==> src/rtl/regfile_nway.sv <==
// Parametrised N-way register bank: two combinational read ports, one write port,
// optional write-to-read bypass and a timed clear-all sweep.
module regfile_nway #(
    parameter int WIDTH  = 16,
    parameter int ADDR_W = 3,
    parameter int BYPASS = 0
) (
    input  logic              clk,
    input  logic              rst_n,
    input  logic              load,
    input  logic [ADDR_W-1:0] waddr,
    input  logic [WIDTH-1:0]  din,
    input  logic [ADDR_W-1:0] raddr_a,
    output logic [WIDTH-1:0]  dout_a,
    input  logic [ADDR_W-1:0] raddr_b,
    output logic [WIDTH-1:0]  dout_b,
    input  logic              clr,
    output logic              busy
);

    localparam int DEPTH = 1 << ADDR_W;
    localparam logic [ADDR_W-1:0] LAST_ADDR = ADDR_W'(DEPTH - 1);

    typedef enum logic [0:0] {
        IDLE  = 1'b0,
        CLEAR = 1'b1
    } state_t;

    state_t            state_r;
    logic [ADDR_W-1:0] cnt_r;
    logic              busy_r;
    logic [WIDTH-1:0]  mem_r [DEPTH];
    logic              wr_en_s;

    // A write is accepted only in IDLE and only when no clear is requested on the same edge.
    always_comb begin
        wr_en_s = 1'b0;
        if ((state_r == IDLE) && load && !clr) begin
            wr_en_s = 1'b1;
        end else begin
            wr_en_s = 1'b0;
        end
    end

    // Storage, sweep counter and the IDLE/CLEAR controller.
    always_ff @(posedge clk or negedge rst_n) begin
        if (!rst_n) begin
            for (int i = 0; i < DEPTH; i++) begin
                mem_r[i] <= '0;
            end
            state_r <= IDLE;
            cnt_r   <= '0;
            busy_r  <= 1'b0;
        end else begin
            case (state_r)
                IDLE: begin
                    if (clr) begin
                        state_r <= CLEAR;
                        cnt_r   <= '0;
                        busy_r  <= 1'b1;
                    end else if (wr_en_s) begin
                        mem_r[waddr] <= din;
                    end else begin
                        busy_r <= 1'b0;
                    end
                end
                CLEAR: begin
                    // load and clr are ignored here; the sweep always runs to completion.
                    mem_r[cnt_r] <= '0;
                    cnt_r        <= cnt_r + ADDR_W'(1);
                    if (cnt_r == LAST_ADDR) begin
                        state_r <= IDLE;
                        busy_r  <= 1'b0;
                    end else begin
                        busy_r  <= 1'b1;
                    end
                end
                default: begin
                    state_r <= IDLE;
                    cnt_r   <= '0;
                    busy_r  <= 1'b0;
                end
            endcase
        end
    end

    // Read port A: stored word, or din when bypassing an accepted write to the same address.
    always_comb begin
        dout_a = mem_r[raddr_a];
        if ((BYPASS != 0) && wr_en_s && (raddr_a == waddr)) begin
            dout_a = din;
        end else begin
            dout_a = mem_r[raddr_a];
        end
    end

    // Read port B: same selection as port A.
    always_comb begin
        dout_b = mem_r[raddr_b];
        if ((BYPASS != 0) && wr_en_s && (raddr_b == waddr)) begin
            dout_b = din;
        end else begin
            dout_b = mem_r[raddr_b];
        end
    end

    assign busy = busy_r;

endmodule

==> config.mk <==
export PLATFORM = sky130hd
export DESIGN_NAME = regfile_nway
export DESIGN_NICKNAME = d
export VERILOG_FILES = /design/src/rtl/regfile_nway.sv
export SDC_FILE = /design/constraint.sdc
export NUM_CORES = 1
export LEC_CHECK = 0
export ABC_CLOCK_PERIOD_IN_PS = 5150
export CAP_MARGIN = 20
export CORE_UTILIZATION = 50
export DETAILED_ROUTE_END_ITERATION = 7
export DONT_BUFFER_PORTS = 1
export GPL_ROUTABILITY_DRIVEN = 0
export HOLD_SLACK_MARGIN = 0.02
export PLACE_DENSITY = 0.63
export SLEW_MARGIN = 20
export SYNTH_ARGS = -nofsm -noshare
export SYNTH_HDL_FRONTEND = slang
export SYNTH_SLANG_ARGS = --single-unit
==> constraint.sdc <==
create_clock -name clk -period 5.15 [get_ports clk]
set_input_delay 1.03 -clock clk [delete_from_list [all_inputs] [get_ports clk]]
set_output_delay 1.03 -clock clk [all_outputs]
set_load 0.005 [all_outputs]
==> out/qor.yml <==
global_routing:
  grt_pass1_wl_mm: 29.9
  grt_max_degree: 134
  grt_pass1_vias: 4926
  antenna_found_initial: 0
  track_usage_pct: 28.9
  overflow: 0
yosys:
  synth_edf_count: 0
  syn_area_mm2: 0.00698
  synthArstFlopShare_pct: 100
  synth_nets: 501
  yosysUniqueCellTypes: 28
  yosysTopAreaCellShare_pct: 47.7
  synthCells: 470
  synthMuxAreaShare_pct: 26.0
  syn_avg_cell_area_um2: 14.9
  synth_area_leaders: "dfrtp_1 (48%), mux4_2 (21%), o2bb2ai_1 (16%)"
  ys_ff_latch: 133
  seq_area_frac_synth_pct: 47.7
  synth_compound_gate_area_share_pct: 18.7
  yosys.area_share.simple_pct: 3.30
  synth_xor_area_share_pct: 0
  synth_top_family_by_area: "multiplexers"
  synth_flop_cell: "dfrtp_1"
  yosysWarnings: 0
  synth_area_leader_cell: "dfrtp_1"
  synth-adder-area-share_pct: 0.358
setup_path:
  critPathLaunchType: "primary input"
  path_class: "in -> out"
  crit_chain: "mux4_2 > mux2_2"
  crit_slowest_cell: "mux4_2"
  cp_data_arrival_time_ns: 1.83
  crit_fanout: 32
  crit_family: "multiplexers"
  cp-end-kind: "primary output"
  cp.required_ns: 4.12
  critPathBufInv: 0
  cpPeakStageDelay_ns: 0.49
layout:
  layout.nets: 479
  layout_common_cells: "dfrtp_1 (133), o2bb2ai_1 (128), mux4_2 (64), mux2_2 (33), clkbuf_16 (17)"
  n_antenna_cell: 0
  area_growth_syn_to_layout_pct: 9.77
  utilization_pct: 57.0
  layout_commonest_cell: "dfrtp_1"
  design_area_mm2: 0.00766
  drive_above_1_share_pct: 33.4
die:
  die_area_mm2: 0.0144
  die_w_um: 120
  core_area_mm2: 0.0135
  fp.dieH_um: 120
  initial_utilization_pct: 51.9
  ioPinCount: 62
  num_rows: 42
cts:
  htreeDepth: 4
  path_clk_slew_ns: 0.06
  cts_setup_buffers: 0
  cts_tree: "built"
  ctsHoldBuffers: 0
  cts_buffers: 17
  worstSkewPairLatency_ns: 0.42
  cts_root_buf: "clkbuf_16"
  cts_resized: 0
  cts.sink_count: 133
  clk_path_buf_depth: 2
detailed_routing:
  ant_nets: 0
  num_vias: 4583
  detail_route.wl_per_cell_um: 29.8
  post-route-drc-count: 0
  vias_per_cell: 7.19
  dr.first_iter.drc_count: 448
  drt_wl_total_mm: 19.0
  drt_first_pass_iters: 4
flow_run:
  cap_viol_max_count: 0
timing:
  slew_viol_final: 0
  worstMarginPinSlew_ns: 0.664
  setup_viol: 0
  skew_ns: 0.00306
  fin_setup_tns_ns: 0
  timing.final.crit_share_pct: 55.6
  min_period_ns: 2.86
  slew_headroom_pct: 55.6
  hold_viol: 0
  fmax_ghz: 0.349
  rsz0062_at_grt: "false"
place:
  dpl.hpwl_mm: 10.6
  placed_area_mm2: 0.00705
  port-buffer-count: 0
min_path:
  hp-class: "in -> async"
power_and_ir_drop:
  powerDensity_mw_per_mm2: 579
  leakage_uw: 0.00306
  ir_drop_mv: 0.346
outcome:
  outcome: "completed"
per-layer routing:
layer	part of all wire, %	GRT usage (%)	vias up	routed length (um)
met5	0	0	-	0
met4	1.6	8.67	0	302
met3	8.9	7.60	26	1690
met2	47	43.0	210	8960
met1	42	41.6	2463	8050
li1	-	-	1884	-
Yosys cell counts (3+ instances only):
cell type  count
nor2_1         3
dfrtp_1      133
o2bb2ai_1    128
mux2_2        33
and4b_1        3
o211ai_1       6
buf_4          7
nand2b_1      16
mux4_2        64
a21oi_2        3
buf_2         28
buf_1          7
clkbuf_1      15
cell families (layout without fill, tap and decap cells):
| group | count (synthesis) | count (layout) |
|---|---|---|
| AOI/OAI and AO/OA | 148 | 148 |
| adders and majority gates | 2 | 2 |
| buffers and inverters | 59 | 50 |
| DFF | 133 | 133 |
| muxes | 97 | 97 |
| and+or+nand+nor | 31 | 31 |
power by group:
group,leakage [uW],internal (uW),switching [uW],total (uW)
clock,0.000287,783,467,1250
combinational,0.000965,773,614,1390
sequential,0.00181,1460,341,1800
registers in the layout, indices dropped and copies added (netlist names):
register,cells
busy,1
cnt_r,3
state_r,1
mem_r,128
path summary, 6_finish.rpt:
kind | slack (ns) | start | end | cells past startpoint
max in group asynchronous | 4.61 | rst_n | mem_r[50] | 0
min in group clk | 0.50 | mem_r[105] | mem_r[105] | 1
hold reg to reg | 0.50 | mem_r[105] | mem_r[105] | 1
setup / recovery | 2.29 | raddr_b[0] | dout_b[3] | 2
setup reg to reg | 3.37 | state_r | mem_r[22] | 5
hold / removal | 0.30 | rst_n | mem_r[123] | 0
area by class of cell:
type	count	area, um^2
Fill cell	1067	5790
Multi-Input combinational cell	278	3380
Sequential cell	133	3330
Clock buffer	19	453
Tap cell	176	220
Clock inverter	13	156
Timing Repair Buffer	16	120
Inverter	2	7.51
worst register-to-register path, cell delays in order, from the launching register on:
cell and delay, ns:
dfrtp_1 0.37, buf_4 0.27, nor4b_4 0.46, a31oi_2 0.14
buf_4 0.24, o2bb2ai_1 0.17
per-stage QoR:
| step | setup slack [ns] | total power, uW | std cells | hold WS [ns] |
|---|---|---|---|---|
| global placement | 2.29 | 3120 | 605 | 0.483 |
| detailed placement | 2.30 | 3180 | 605 | 0.488 |
| finish | 2.29 | 4440 | 637 | 0.303 |
| global route | 2.28 | 4650 | 637 | 0.288 |
| CTS | 2.29 | 4450 | 637 | 0.291 |
| floorplan | 1.84 | 2810 | 470 | 0.467 |
No activity file was read; power rests on OpenSTA's default activity.
